**src/rtl/mem_arbiter_rr.sv**
```systemverilog
// mem_arbiter_rr: shares one memory port among N_CH requesters (channel 0 = CPU).
// Round-robin arbitration with burst hold and an optional fixed priority for channel 0.
// Only one memory access is in flight at a time.
// Optional feature: define ARB_TIMEOUT_EN to end an access that gets no mem_ack
// within TO_CYC cycles with an error response.
`timescale 1ns/1ps
module mem_arbiter_rr #(
  parameter int unsigned N_CH      = 4,
  parameter int unsigned AW        = 32,
  parameter int unsigned DW        = 32,
  parameter int unsigned PRIO0     = 1,
  parameter int unsigned BURST_MAX = 4,
  parameter int unsigned TO_CYC    = 64
) (
  input  logic               clk,
  input  logic               rst_n,
  input  logic [N_CH-1:0]    ch_req,
  input  logic [N_CH-1:0]    ch_we,
  input  logic [N_CH*AW-1:0] ch_addr,
  input  logic [N_CH*DW-1:0] ch_wdata,
  output logic [N_CH-1:0]    ch_resp,
  output logic [DW-1:0]      ch_rdata,
  output logic [N_CH-1:0]    ch_err,
  output logic               mem_req,
  output logic               mem_we,
  output logic [AW-1:0]      mem_addr,
  output logic [DW-1:0]      mem_wdata,
  input  logic               mem_ack,
  input  logic [DW-1:0]      mem_rdata
);

  localparam int unsigned CW = $clog2(N_CH);
  localparam int unsigned BW = $clog2(BURST_MAX + 1);
  localparam int unsigned TW = $clog2(TO_CYC + 1);

  typedef enum logic [1:0] {S_IDLE, S_ACCESS, S_RESP} state_t;

  state_t          r_state, w_state_nxt;
  logic [CW-1:0]   r_grant, w_grant_nxt;
  logic            r_prio_win, w_prio_win_nxt;
  logic            r_same, w_same_nxt;
  logic [CW-1:0]   r_rr_ptr, w_rr_ptr_nxt;
  logic [BW-1:0]   r_burst_cnt, w_burst_nxt;
  logic [TW-1:0]   r_to_cnt, w_to_cnt_nxt;
  logic            r_mem_req, w_mem_req_nxt;
  logic            r_mem_we, w_mem_we_nxt;
  logic [AW-1:0]   r_mem_addr, w_mem_addr_nxt;
  logic [DW-1:0]   r_mem_wdata, w_mem_wdata_nxt;
  logic [N_CH-1:0] r_ch_resp, w_ch_resp_nxt;
  logic [DW-1:0]   r_ch_rdata, w_ch_rdata_nxt;
`ifdef ARB_TIMEOUT_EN
  logic [N_CH-1:0] r_ch_err, w_ch_err_nxt;
`endif

  logic [CW:0]     w_sum;
  logic            w_rr_hit;
  logic [CW-1:0]   w_rr_win;
  logic            w_hold;
  logic            w_prio;
  logic [CW-1:0]   w_win;
  logic [N_CH-1:0] w_onehot;

  assign w_onehot = N_CH'(1) << r_grant;

  // Winner selection: channel 0 priority, then burst hold, then round-robin scan from r_rr_ptr
  always_comb begin
    w_sum    = '0;
    w_rr_hit = 1'b0;
    w_rr_win = '0;
    for (int k = 0; k < int'(N_CH); k++) begin
      w_sum = {1'b0, r_rr_ptr} + (CW+1)'(k);
      if (w_sum >= (CW+1)'(N_CH)) w_sum = w_sum - (CW+1)'(N_CH);
      if (!w_rr_hit && ch_req[w_sum[CW-1:0]]) begin
        w_rr_hit = 1'b1;
        w_rr_win = w_sum[CW-1:0];
      end
    end
    w_hold = ch_req[r_grant] && (r_burst_cnt < BW'(BURST_MAX));
    w_prio = (PRIO0 != 0) && ch_req[0];
    if (w_prio)      w_win = '0;
    else if (w_hold) w_win = r_grant;
    else             w_win = w_rr_win;
  end

  // Next-state and next register values
  always_comb begin
    w_state_nxt     = r_state;
    w_grant_nxt     = r_grant;
    w_prio_win_nxt  = r_prio_win;
    w_same_nxt      = r_same;
    w_rr_ptr_nxt    = r_rr_ptr;
    w_burst_nxt     = r_burst_cnt;
    w_to_cnt_nxt    = r_to_cnt;
    w_mem_req_nxt   = r_mem_req;
    w_mem_we_nxt    = r_mem_we;
    w_mem_addr_nxt  = r_mem_addr;
    w_mem_wdata_nxt = r_mem_wdata;
    w_ch_resp_nxt   = r_ch_resp;
    w_ch_rdata_nxt  = r_ch_rdata;
`ifdef ARB_TIMEOUT_EN
    w_ch_err_nxt    = r_ch_err;
`endif
    case (r_state)
      S_IDLE: begin
        if (|ch_req) begin
          w_grant_nxt     = w_win;
          w_prio_win_nxt  = w_prio;
          // A burst continues only while the same channel wins below the hold limit
          w_same_nxt      = (w_win == r_grant) && (r_burst_cnt != '0) &&
                            (r_burst_cnt < BW'(BURST_MAX));
          w_mem_req_nxt   = 1'b1;
          w_mem_we_nxt    = ch_we[w_win];
          w_mem_addr_nxt  = ch_addr[int'(w_win)*AW +: AW];
          w_mem_wdata_nxt = ch_wdata[int'(w_win)*DW +: DW];
          w_to_cnt_nxt    = '0;
          w_state_nxt     = S_ACCESS;
        end
      end
      S_ACCESS: begin
        w_to_cnt_nxt = r_to_cnt + TW'(1);
        if (mem_ack) begin
          w_ch_rdata_nxt = mem_rdata;
          w_ch_resp_nxt  = w_onehot;
          w_mem_req_nxt  = 1'b0;
          w_state_nxt    = S_RESP;
        end
`ifdef ARB_TIMEOUT_EN
        else if (r_to_cnt == TW'(TO_CYC - 1)) begin
          w_ch_rdata_nxt = {DW{1'b1}};
          w_ch_resp_nxt  = w_onehot;
          w_ch_err_nxt   = w_onehot;
          w_mem_req_nxt  = 1'b0;
          w_state_nxt    = S_RESP;
        end
`endif
      end
      S_RESP: begin
        w_ch_resp_nxt = '0;
`ifdef ARB_TIMEOUT_EN
        w_ch_err_nxt  = '0;
`endif
        w_burst_nxt   = r_same ? (r_burst_cnt + BW'(1)) : BW'(1);
        if (r_prio_win || (w_burst_nxt >= BW'(BURST_MAX)))
          w_rr_ptr_nxt = (r_grant == CW'(N_CH - 1)) ? '0 : (r_grant + CW'(1));
        w_state_nxt   = S_IDLE;
      end
      default: w_state_nxt = S_IDLE;
    endcase
  end

  // State and datapath registers; reset aborts any access in flight
  always_ff @(posedge clk or negedge rst_n) begin
    if (!rst_n) begin
      r_state     <= S_IDLE;
      r_grant     <= '0;
      r_prio_win  <= 1'b0;
      r_same      <= 1'b0;
      r_rr_ptr    <= '0;
      r_burst_cnt <= '0;
      r_to_cnt    <= '0;
      r_mem_req   <= 1'b0;
      r_mem_we    <= 1'b0;
      r_mem_addr  <= '0;
      r_mem_wdata <= '0;
      r_ch_resp   <= '0;
      r_ch_rdata  <= '0;
`ifdef ARB_TIMEOUT_EN
      r_ch_err    <= '0;
`endif
    end else begin
      r_state     <= w_state_nxt;
      r_grant     <= w_grant_nxt;
      r_prio_win  <= w_prio_win_nxt;
      r_same      <= w_same_nxt;
      r_rr_ptr    <= w_rr_ptr_nxt;
      r_burst_cnt <= w_burst_nxt;
      r_to_cnt    <= w_to_cnt_nxt;
      r_mem_req   <= w_mem_req_nxt;
      r_mem_we    <= w_mem_we_nxt;
      r_mem_addr  <= w_mem_addr_nxt;
      r_mem_wdata <= w_mem_wdata_nxt;
      r_ch_resp   <= w_ch_resp_nxt;
      r_ch_rdata  <= w_ch_rdata_nxt;
`ifdef ARB_TIMEOUT_EN
      r_ch_err    <= w_ch_err_nxt;
`endif
    end
  end

  assign ch_resp   = r_ch_resp;
  assign ch_rdata  = r_ch_rdata;
  assign mem_req   = r_mem_req;
  assign mem_we    = r_mem_we;
  assign mem_addr  = r_mem_addr;
  assign mem_wdata = r_mem_wdata;
`ifdef ARB_TIMEOUT_EN
  assign ch_err    = r_ch_err;
`else
  assign ch_err    = '0;
`endif

endmodule

```
**config.mk**
```make
export PLATFORM = sky130hd
export DESIGN_NAME = mem_arbiter_rr
export DESIGN_NICKNAME = d
export VERILOG_FILES = /design/src/rtl/mem_arbiter_rr.sv
export SDC_FILE = /design/constraint.sdc
export NUM_CORES = 1
export LEC_CHECK = 0
export BUFFER_PORTS_ARGS = -buffer_cell sky130_fd_sc_hd__clkbuf_2
export CAP_MARGIN = 20
export CORE_AREA = 4 4 156 158
export DETAILED_ROUTE_END_ITERATION = 10
export DIE_AREA = 0 0 160 162
export HOLD_SLACK_MARGIN = 0.1
export PLACE_DENSITY_LB_ADDON = 0.12
export SYNTH_ARGS = -nofsm -noshare
export SYNTH_HDL_FRONTEND = slang
export SYNTH_SLANG_ARGS = --single-unit
```
**constraint.sdc**
```tcl
create_clock -name clk -period 6.25 [get_ports clk]
set_clock_uncertainty 0.2 [all_clocks]
set_input_delay 0.3125 -clock clk [delete_from_list [all_inputs] [get_ports clk]]
set_output_delay 0.3125 -clock clk [all_outputs]
set_load 0.05 [all_outputs]
```
* Word level (Yosys, flattened, before mapping)
Index checks and enable logic that the tools add are counted.
Cells by class: add/subtract/negate cells 9, $lt $le $gt $ge 12, eq/ne operators 6, shifts and indexed selects 3, muxes and demuxes 35, reduce and logical (&&, ||, !) cells 21
Operators by type and width (count):
- variable part select 128 x 8 -> 32 bit | 2
- two-way mux 2 bit | 13
- < comparator 2 x 3 -> 1 bit, second input constant | 6
- binary-select mux 1 bit (select 2 bit) | 6
- >= comparator 3 bit, second input constant | 4
- two-way mux 1 bit | 11
- AND reduction 2 bit | 5
- one-hot mux 4 bit (2 select lines) | 1
- subtractor 2 x 1 -> 2 bit, second input constant | 4
- adder 2 x 2 -> 3 bit, second input constant | 2
- logical AND 1 bit | 6
- equality test 2 bit, second input constant | 2
- two-way mux 4 bit | 1
- inequality test 2 bit, second input constant | 2
- one-hot mux 2 bit (2 select lines) | 1
- nonzero test 2 bit | 2
- OR reduction 4 bit | 1
- left shift 1 x 2 -> 4 bit, first input constant | 1
- adder 2 x 1 -> 3 bit, second input constant | 1
- adder 3 x 1 -> 3 bit, second input constant | 1
- >= comparator 2 x 3 -> 1 bit, second input constant | 1
- zero test 1 bit | 3
- < comparator 3 bit, second input constant | 1
- two-way mux 3 bit | 1
- other kinds (8) | 8
Word-level totals: register bits 113, input port bits 299, output and inout port bits 106, word-level logic and storage cells 98

* Longest topological paths before layout
Gate-level depths: netlist (run 1).
depth in word-level cells 19, depth in mapped cells 9, mapped depth without buffers 6

* Least setup slack after synthesis (run 1)
OpenSTA, ideal clock, no wires.
path type register to register, from reg r_grant[0], to reg r_mem_addr[0] (netlist: mem_addr[0]), library setup time 0.133 ns, arrival time 1.935 ns, required time 5.917 ns, slack 3.983 ns, cell stages (with the launch flop) 10, buffers on the path 3, clock period less this slack 2.267 ns, path through dfrtp_1 -> buf_6 -> mux2i_1 -> nor2_1 -> o32a_1 -> or3_1 -> buf_6 -> buf_6 -> a21oi_2 -> a221oi_2
On the way: word-level cells in the longest chain between the ends 6
RTL lines:
- start, declared | RTL line 39 | logic [CW-1:0] r_grant, w_grant_nxt;
- start signal, assigned | RTL line 172 | r_grant <= w_grant_nxt;
- binary-select mux 1 bit (select 2 bit) | RTL line 78 | w_hold = ch_req[r_grant] && (r_burst_cnt < BW'(BURST_MAX));
- two-way mux 1 bit (not written as such) | RTL line 78
- logical AND 1 bit | RTL line 78
- two-way mux 2 bit (*) | RTL line 81 | else if (w_hold) w_win = r_grant;
- two-way mux 2 bit (*) | RTL line 80 | if (w_prio) w_win = '0;
- variable part select 128 x 8 -> 32 bit (*) | RTL line 113 | w_mem_addr_nxt = ch_addr[int'(w_win)*AW +: AW];
- end signal, assigned | RTL line 180 | r_mem_addr <= w_mem_addr_nxt;
- end, declared | RTL line 47 | logic [AW-1:0] r_mem_addr, w_mem_addr_nxt;
Every way passes the cells marked *; elsewhere a longest branch is shown, timed or not. The select of a mux whose other input is x is not followed. A chain may end at the register's enable or synchronous reset.

* Worst setup path in the final report (run 1)
from reg r_grant[0], to reg r_mem_wdata[25] (netlist: mem_wdata[25])
On the way: word-level cells in the longest chain between the ends 6
RTL lines:
- binary-select mux 1 bit (select 2 bit) | RTL line 78
- two-way mux 1 bit (not written as such) | RTL line 78
- logical AND 1 bit | RTL line 78
- two-way mux 2 bit (*) | RTL line 81
- two-way mux 2 bit (*) | RTL line 80
- variable part select 128 x 8 -> 32 bit (*) | RTL line 114 | w_mem_wdata_nxt = ch_wdata[int'(w_win)*DW +: DW];
- end signal, assigned | RTL line 181 | r_mem_wdata <= w_mem_wdata_nxt;
- end, declared | RTL line 48 | logic [DW-1:0] r_mem_wdata, w_mem_wdata_nxt;
Marked as above.

==> metrics, run 1 <==
status=finished clean; Area Overhead vs Synth=65.45%; Yosys top cell by area=dfrtp_1; largest net degree at the start of global routing=71; die area=25920 um^2; Critical Path AT=between 4 and 5 ns; synth top area cells=dfrtp_1 (43%), nand2_1 (9.8%), mux2i_1 (9.5%), a221oi_2 (9.3%), a21oi_2 (7.8%); commonest cells after routing, fill and taps aside=clkbuf_2 (399), nand2_1 (173), dlygate4sd3_1 (164), dfrtp_1 (113), nor2_1 (68); final setup fails=0; Post-Syn Area=6639 um^2; Warnings, synthesis=0; routed via count=about 7300; area of the multi-input gates=3467 um^2; Site Rows=56; CP max FO=70; Setup TNS=0 ns; initial antenna violation count=0; Leak Pwr=roughly 0.0055 uW; DR vias/cell=4.785; DP Cell Count=1332; Port-buffer cells=400; Post-Syn Area per Cell=roughly 9.6 um^2; drt first pass iters=5; startpoint types=flop; Slew headroom=between 30% and 40%; post_cts resized=0; Seq/Total Area, Yosys=42.59%; Antenna Cells=0; Die Ht=162 um; post-synth top area share=42.59%; Post-synth EDFFs=0; flip-flop and latch area=2828 um^2; DRT iter0 DRCs=368; routed wire length per instance=17.57 um; Unique masters post-synth=45; flop and latch count out of synthesis=roughly 110; CTS Buffer Depth=2; cells after synthesis=slightly below 700; Setup Crit Path Kind=flop to flop; Power Density=539.7 nW/um^2; Peak Freq=252.3 MHz; CTS tree=yes; first-pass GRT wire length=42.21 mm; Die W=160 um; placed cell area=8752 um^2; # IOs=a little over 400; GRT overflow=0; WL final=26.86 mm; clk sink count=113; TritonCTS buffer count=17; # H-tree levels=4; Initial Util=approximately 29%; final hold vios=0; most common cell after layout, fill and taps aside=clkbuf_2; Max rail drop VDD=0.2243 mV; max-slew violation count=0; RSZ-0062 raised after global routing=false; post-layout min period=3.963 ns; worst reg2reg path depth=8; ys async rst share=100.0%; final instance area=between 10000 and 15000 um^2; fill count=2294; final net count=1531; detailed placement HPWL=18.76 mm; GP Congestion=0.8508; vias in the first global route=7743; All-Layer GR Usage=approximately 20%; flop2flop setup slack=~2.3 ns; fin cells=1529; period utilization=63.41%; Crit. End Element=flop; Synth Flop Type=dfrtp_1; final core utilization=between 40% and 50%; Core Box Area=between 20000 and 25000 um^2; Root Driver=clkbuf_16; worst hold path type=input port to asynchronous set/reset pin; WP data required=about 6.3 ns; Routed Antenna Nets=0; drt drc=0; share of layout cells above drive strength 1=44.07%; Max Cap Viol=0; Worst R2R Start=r_grant[0]; Worst-Margin Slew=1.009 ns; clk_lat worst skew=between 0.4 and 0.5 ns; clock transition at the registers of the reported paths=0.07 ns; r2r endpoint=mem_wdata[25]
==> logic make-up after synthesis <==
kind of cell             share of synthesized area [%]
AO/OA/AOI/OAI                                    23.82
XOR/XNOR                                        0.2639
adder cells (fa/ha/maj)                          1.131
buffers and inverters                            5.767
flip-flops                                       42.59
multiplexers                                     9.668
other                                          0.05649
AND/OR/NAND/NOR                                  16.70
==> metrics by stage <==
step           worst slack, ns  hold WS (ns)  total power, uW
3_5_place_dp             2.852        0.2127             4490
2_1_floorplan            3.983       -0.1831             3701
4_1_cts                  2.316        0.2761             5943
3_3_place_gp             2.854        0.2150             4486
5_1_grt                  2.023        0.2962             6287
6_report                 2.287        0.2693             5928
==> registers in the layout, indices dropped and copies added (netlist names), 2 cells and up <==
| register | count |
|---|---|
| ch_rdata | 32 |
| ch_resp | 4 |
| mem_addr | 32 |
| mem_wdata | 32 |
| r_burst_cnt | 3 |
| r_grant | 2 |
| r_rr_ptr | 2 |
| r_state | 2 |
==> report_power, final <==
part	internal, uW	total [uW]	switching, uW
registers	1090	1330	237
logic	1270	3660	2380
clock network	553	946	393
total	2910	5930	3010
==> metal layers <==
metal | vias up | GRT usage (%) | part of all wire, %
li1 | 3512 | - | -
met1 | 3464 | 25.46 | 42
met2 | 291 | 33.95 | 49
met3 | 49 | 5.049 | 6.2
met4 | 0 | 7.235 | 3.0
met5 | - | 0 | 0
==> critical path: stages, from the launching register on <==
cell and delay [ns]:
dfrtp_1 0.57, mux2i_1 0.28, o22ai_1 0.17, a21o_1 0.22, nand2_4 0.68, buf_4 0.61, mux2i_1 0.33, a221oi_2 0.09
dlygate4sd3_1 0.58
==> final cells by class <==
cell class                      count  area share (%)
Timing Repair Buffer              573           33.99
Multi-Input combinational cell    513           31.56
Sequential cell                   113           25.74
Clock buffer                       18           3.907
Tap cell                          290           3.303
Clock inverter                     14           1.219
Inverter                            8          0.2734
==> synthesized netlist by cell type, drive strengths merged, types with 2 or more instances <==
cell type / count
buf: 38
a21oi: 65
nor4: 2
o21ai: 15
a211oi: 2
dfrtp: 113
inv: 8
nor2: 68
ha: 6
nand3b: 2
nand2b: 5
or3: 2
clkbuf: 23
nor3: 2
nand4: 4
a22o: 5
nand3: 12
nand2: 174
a221oi: 60
a32oi: 4
mux2i: 63
or2: 2
==> repair_timing <==
action                                  in CTS  in global routing
hold buffers                               164                  0
hold endpoints to repair                   147                  0
buffers inserted                             0                  0
endpoints found under the setup margin       0                  0
==> worst max path at each step <==
stage	from	end	slack [ns]	depth (start not counted)
floorplan	r_grant[0]	mem_addr[0]	3.98	9
global placement	ch_req[0]	mem_addr[30]	2.85	8
detailed placement	ch_req[0]	mem_addr[19]	2.85	7
CTS	r_grant[0]	mem_wdata[25]	2.32	8
global route	r_grant[0]	mem_wdata[25]	2.02	8
finish	r_grant[0]	mem_wdata[25]	2.29	8
Power figures use the tool's default switching activity.
==> run 2: changes to the inputs <==
--- a/config.mk
+++ b/config.mk
@@ -7,9 +7,9 @@
 export LEC_CHECK = 0
 export BUFFER_PORTS_ARGS = -buffer_cell sky130_fd_sc_hd__clkbuf_2
 export CAP_MARGIN = 20
-export CORE_AREA = 4 4 156 158
+export CORE_AREA = 4 4 155 157
 export DETAILED_ROUTE_END_ITERATION = 10
-export DIE_AREA = 0 0 160 162
+export DIE_AREA = 0 0 159 161
 export HOLD_SLACK_MARGIN = 0.1
 export PLACE_DENSITY_LB_ADDON = 0.12
 export SYNTH_ARGS = -nofsm -noshare
==> constraint.sdc (replaced) <==
create_clock -name clk -period 3.5 [get_ports clk]
set_clock_uncertainty 0.2 [all_clocks]
set_input_delay 0.175 -clock clk [delete_from_list [all_inputs] [get_ports clk]]
set_output_delay 0.175 -clock clk [all_outputs]
set_load 0.05 [all_outputs]
==> run 2 against run 1 <==
Against the previous run:
- count of clock-buffer cells in the layout did not move
- power up 81%
- cell count up 0.13%
- sequential share of layout area down 0.31 points
- core utilization rose by 1.9 points
- via count shrank 1.2%
- clock power increased by 84%
- non-clock buffer count increased by 7
==> metrics, run 2 (synthesized netlist as in run 1, its figures left out) <==
area of the multi-input gates=3467 um^2 (unchanged); worst hold path type=input port to asynchronous set/reset pin; vias in the first global route=7877 (+1.7%); Power Density=967.0 nW/um^2 (+79%); Die Ht=161 um (-0.62%); Crit. End Element=flop; max-slew violation count=0 (unchanged); post-layout min period=3.299 ns (-0.6642 ns); initial antenna violation count=0 (unchanged); CTS Buffer Depth=2 (unchanged); Max Cap Viol=0 (unchanged); routed via count=7230 (-1.2%); final net count=1538 (+0.46%); final setup fails=0 (unchanged); RSZ-0062 raised after global routing=false; Routed Antenna Nets=0 (unchanged); worst hold slack=0.09294 ns (-0.1764 ns); DRT iter0 DRCs=289 (-21%); period utilization=94.25% (+31 points); most common cell after layout, fill and taps aside=clkbuf_2; DP Cell Count=1335 (+0.23%); DR vias/cell=4.722 (-1.3%); largest net degree at the start of global routing=51 (-28%); Antenna Cells=0 (unchanged); # IOs=405 (unchanged); first-pass GRT wire length=42.44 mm (+0.54%); WP data required=3.59 ns (-2.74 ns); startpoint types=flop; commonest cells after routing, fill and taps aside=clkbuf_2 (399), nand2_1 (173), dlygate4sd3_1 (164), dfrtp_1 (113), nor2_1 (68); Root Driver=clkbuf_16; Setup Crit Path Kind=flop to flop; final hold vios=0 (unchanged); CP max-delay cell=or3_4; flop2flop setup slack=0.20 ns (-2.09 ns); PnR worst setup slack=0.2011 ns (-2.086 ns); TritonCTS buffer count=17 (unchanged); clock transition at the registers of the reported paths=0.06 ns (about the same); CP max FO=28 (-60%); worst path cell trace=mux2i_1 > nor2_1 > o32a_1 > or3_4 > buf_12 > a21oi_2 > a221oi_2 > dlygate4sd3_1; Worst-Margin Slew=1.051 ns (+0.04199 ns); status=finished clean; Port-buffer cells=400 (unchanged); Setup TNS=0 ns (unchanged); share of layout cells above drive strength 1=44.38% (+0.31 points); drt first pass iters=4 (-1); Critical Path AT=3.39 ns (-0.66 ns); Core Box Area=22500 um^2 (-2.7%); CTS tree=yes; Leak Pwr=0.005619 uW (+1.3%); Max rail drop VDD=0.6627 mV (+200%); die area=25600 um^2 (-1.2%); Area Overhead vs Synth=67.49%; WL final=26.72 mm (-0.53%); post_cts resized=0 (unchanged); # H-tree levels=4 (unchanged); Die W=159 um (-0.63%); Initial Util=29.50% (+0.79 points); crit-path max cell delay=0.60 ns (-0.08 ns); clk_lat worst skew=0.42 ns (about the same); pre-CTS setup slack=0.7583 ns (-2.094 ns); CTS hold repair buffers=164 (unchanged); GRT overflow=0 (unchanged); fill count=2187 (-4.7%); GP Congestion=0.8310 (-2.3%); detailed placement HPWL=19.35 mm (+3.2%); post-CTS setup buffers=0 (unchanged); fin cells=1531 (+0.13%); Final Total Pwr=10750 uW (+81%); All-Layer GR Usage=20.43% (+0.19 points); flip-flop and latch area=2828 um^2 (unchanged); routed wire length per instance=17.45 um (-0.65%); CP Buf/Inv Count=2 (unchanged); Slew headroom=29.86% (-2.9 points); drt drc=0 (unchanged); clk sink count=113 (unchanged); CP delay by family, top=buffers and inverters; Peak Freq=303.1 MHz (+20%); Site Rows=55 (-1.8%)
## run 2: cell types whose count changed in the layout (fill, tap and decap cells not counted), sizes merged
cell	previous run	this run
inv	11	12
clkinv	8	6
bufinv	1	2
buf	10	17
## run 2: path summary, 6_finish.rpt
check	depth (start not counted)	from	to
worst max register to register	8	r_grant[0]	mem_wdata[25]
worst max-delay path	8	r_grant[0]	mem_wdata[25]
worst min-delay path	2	rst_n	ch_rdata[22]
min in group clk	2	ch_rdata[4]	ch_rdata[4]
worst min register to register	2	ch_rdata[4]	ch_rdata[4]
max in group asynchronous	3	rst_n	mem_wdata[1]
## run 2: per-stage QoR
stage	area [um^2]	utilization (%)
floorplan	6650	-
global placement	8894	39.52
detailed placement	8894	39.52
CTS	11120	49.41
global route	11120	49.41
finish	11120	49.41
## run 2: report_power, final
group	internal, uW	switching, uW
sequential	1940	411
clock	1060	684
combinational	2360	4300
total	5360	5390
## run 2: cell type report
cell class | count | area share [%]
inverters | 8 | 0.2701
clock buffers | 18 | 3.860
repair buffers | 580 | 34.66
multi-input cells | 513 | 31.18
clock inverters | 14 | 1.395
flip-flops and latches | 113 | 25.43
well taps | 285 | 3.207
## run 2: layer usage
metal | track usage (%) | vias to the layer above | share of wire (%) | wire (um)
met5 | 0 | - | 0 | 0
met2 | 35.00 | 269 | 50 | 13370
met1 | 24.98 | 3378 | 41 | 10990
met4 | 8.205 | 0 | 3.0 | 798
met3 | 4.721 | 50 | 5.8 | 1558
li1 | - | 3533 | - | -
==> run 3: changes to the inputs <==
--- a/config.mk
+++ b/config.mk
@@ -5,11 +5,13 @@
 export SDC_FILE = /design/constraint.sdc
 export NUM_CORES = 1
 export LEC_CHECK = 0
-export BUFFER_PORTS_ARGS = -buffer_cell sky130_fd_sc_hd__clkbuf_2
 export CAP_MARGIN = 20
-export CORE_AREA = 4 4 155 157
+export CELL_PAD_IN_SITES_DETAIL_PLACEMENT = 0
+export CELL_PAD_IN_SITES_GLOBAL_PLACEMENT = 1
+export CORE_AREA = 4 4 157 159
 export DETAILED_ROUTE_END_ITERATION = 10
-export DIE_AREA = 0 0 159 161
+export DIE_AREA = 0 0 161 163
+export DONT_BUFFER_PORTS = 1
 export HOLD_SLACK_MARGIN = 0.1
 export PLACE_DENSITY_LB_ADDON = 0.12
 export SYNTH_ARGS = -nofsm -noshare
==> constraint.sdc (replaced) <==
create_clock -name clk -period 3.5 [get_ports clk]
set_clock_uncertainty 0.2 [all_clocks]
set_input_delay 0.525 -clock clk [delete_from_list [all_inputs] [get_ports clk]]
set_output_delay 0.525 -clock clk [all_outputs]
set_load 0.05 [all_outputs]
==> run 3 against run 2 <==
Against the previous run:
- critical path depth decreased by 1
- final area is 23% lower
- via count shrank 21%
- count of clock-buffer cells in the layout decreased by 1
- sequential share of layout area grew 7.4 points
- cell count is 27% lower
- wire length shrank 9.3%
==> metrics, run 3 (synthesized netlist as in run 1, its figures left out) <==
Worst-Margin Slew=0.8712 ns (-0.1797 ns); first-pass GRT wire length=34.97 mm (-18%); final instance area=8617 um^2 (-23%); startpoint types=flop; fill count=2310 (+5.6%); Max Cap Viol=0 (unchanged); CP delay by family, top=buffers and inverters; Port-buffer cells=0 (-100%); Routed Antenna Nets=0 (unchanged); Leak Pwr=0.003768 uW (-33%); CP max FO=39 (+39%); CTS tree=yes; period utilization=95.80% (+1.5 points); vias in the first global route=6022 (-24%); placed cell area=6879 um^2 (-23%); initial antenna violation count=0 (unchanged); Site Rows=56 (+1.8%); Crit. End Element=flop; WL final=24.23 mm (-9.3%); clk_lat worst skew=0.41 ns (about the same); post-layout min period=3.353 ns (+0.05416 ns); DR vias/cell=5.138 (+8.8%); routed via count=5703 (-21%); clk sink count=113 (unchanged); largest net degree at the start of global routing=114 (+120%); worst reg2reg path depth=7 (-1); r2r endpoint=mem_addr[30]; flop2flop setup slack=0.15 ns (-0.05 ns); Slew headroom=41.47% (+12 points); worst hold path type=input port to flop; Die W=161 um (+1.3%); Setup Crit Path Kind=flop to flop; clock transition at the registers of the reported paths=0.07 ns (about the same); hold wc startpoint=ch_addr[115]; area of the multi-input gates=3467 um^2 (unchanged); Area Overhead vs Synth=29.80%; Critical Path AT=3.50 ns (+0.11 ns); detailed placement HPWL=17.54 mm (-9.4%); most common cell after layout, fill and taps aside=nand2_1; CP Buf/Inv Count=4 (+2); Worst Hold Depth=2; CP max-delay cell=dlygate4sd3_1; die area=26240 um^2 (+2.5%); WP data required=3.65 ns (+0.06 ns); commonest cells after routing, fill and taps aside=nand2_1 (173), dfrtp_1 (113), dlygate4sd3_1 (109), nor2_1 (68), mux2i_1 (63); Core Box Area=23260 um^2 (+3.4%); CTS Buffer Depth=2 (unchanged); Peak Freq=298.2 MHz (-1.6%); status=finished clean; max-slew violation count=0 (unchanged); # H-tree levels=4 (unchanged); Final Total Pwr=9383 uW (-13%); worst path cell trace=nor3_2 > buf_4 > buf_4 > nand3_1 > dlygate4sd3_1 > nand4_1 > dlygate4sd3_1; drt drc=0 (unchanged); Worst R2R Start=r_state[1]; final net count=1083 (-30%); Root Driver=clkbuf_16; final hold vios=0 (unchanged); crit-path max cell delay=0.57 ns (-0.03 ns); share of layout cells above drive strength 1=19.47% (-25 points); TritonCTS buffer count=17 (unchanged); RSZ-0062 raised after global routing=false; Die Ht=163 um (+1.2%); flip-flop and latch area=2828 um^2 (unchanged); drt first pass iters=4 (unchanged); # IOs=405 (unchanged); GP Congestion=0.8606 (+3.6%); GRT overflow=0 (unchanged); All-Layer GR Usage=17.23% (-3.2 points); end of the worst hold path=mem_addr[19]; Initial Util=28.54% (-0.96 points); DRT iter0 DRCs=362 (+25%); Max rail drop VDD=0.4154 mV (-37%); final setup fails=0 (unchanged); Antenna Cells=0 (unchanged); Setup TNS=0 ns (unchanged); routed wire length per instance=21.83 um (+25%); final core utilization=37.04% (-12 points); Power Density=1089 nW/um^2 (+13%)
==> run 3: cell count changes in the layout (fill, tap and decap cells not counted) <==
cell and delta:
buf_6 +1, inv_8 +5, dlygate4sd3_1 -55, buf_4 -1, clkbuf_2 -399, clkbuf_1 -1
buf_12 -3, clkinv_4 -2, buf_16 +2, inv_6 +1, clkinv_2 -2, bufinv_16 -1
==> run 3: power by group <==
group / total (uW) / switching, uW / internal (uW)
sequential: 4510 / 2610 / 1900
clock: 1760 / 741 / 1010
combinational: 3110 / 1810 / 1300
==> run 3: layer usage <==
| metal | vias to the layer above | global-route usage [%] | wire (um) |
|---|---|---|---|
| li1 | 2617 | - | - |
| met1 | 2761 | 19.89 | 9467 |
| met2 | 291 | 30.72 | 12360 |
| met3 | 34 | 5.087 | 1824 |
| met4 | 0 | 5.622 | 574 |
| met5 | - | 0 | 0 |
==> run 3: repair_timing <==
action,CTS,global route
resized for setup,0,1
endpoints found under the setup margin,0,1
setup buffers,0,0
hold buffers,110,0
hold endpoints to repair,211,0
==> run 3: per-stage QoR <==
stage	hold WS [ns]	setup WS, ns	cells
2_1_floorplan	0.02941	1.114	695
6_report	0.1227	0.1470	1110
4_1_cts	0.1007	0.1800	1109
3_3_place_gp	0.03556	0.6892	967
3_5_place_dp	0.03525	0.6794	967
5_1_grt	0.1098	0.02700	1110
==> run 3: final cells by class <==
type,count,area share [%]
multi-input cells,513,40.24
flip-flops and latches,113,32.82
repair buffers,125,15.14
clock buffers,17,4.937
well taps,319,4.632
clock inverters,15,1.888
inverters,8,0.3485
==> run 3: worst max path at each step <==
stage / start / endpoint / slack (ns) / depth (start not counted)
after global placement: r_grant[0] / r_same / 0.69 / 7
final: r_state[1] / mem_addr[30] / 0.15 / 7
after floorplan: ch_req[0] / mem_addr[0] / 1.11 / 9
after global routing: r_state[1] / mem_addr[30] / 0.03 / 7
after detailed placement: r_grant[0] / mem_wdata[12] / 0.68 / 7
after CTS: r_state[1] / mem_addr[30] / 0.18 / 7
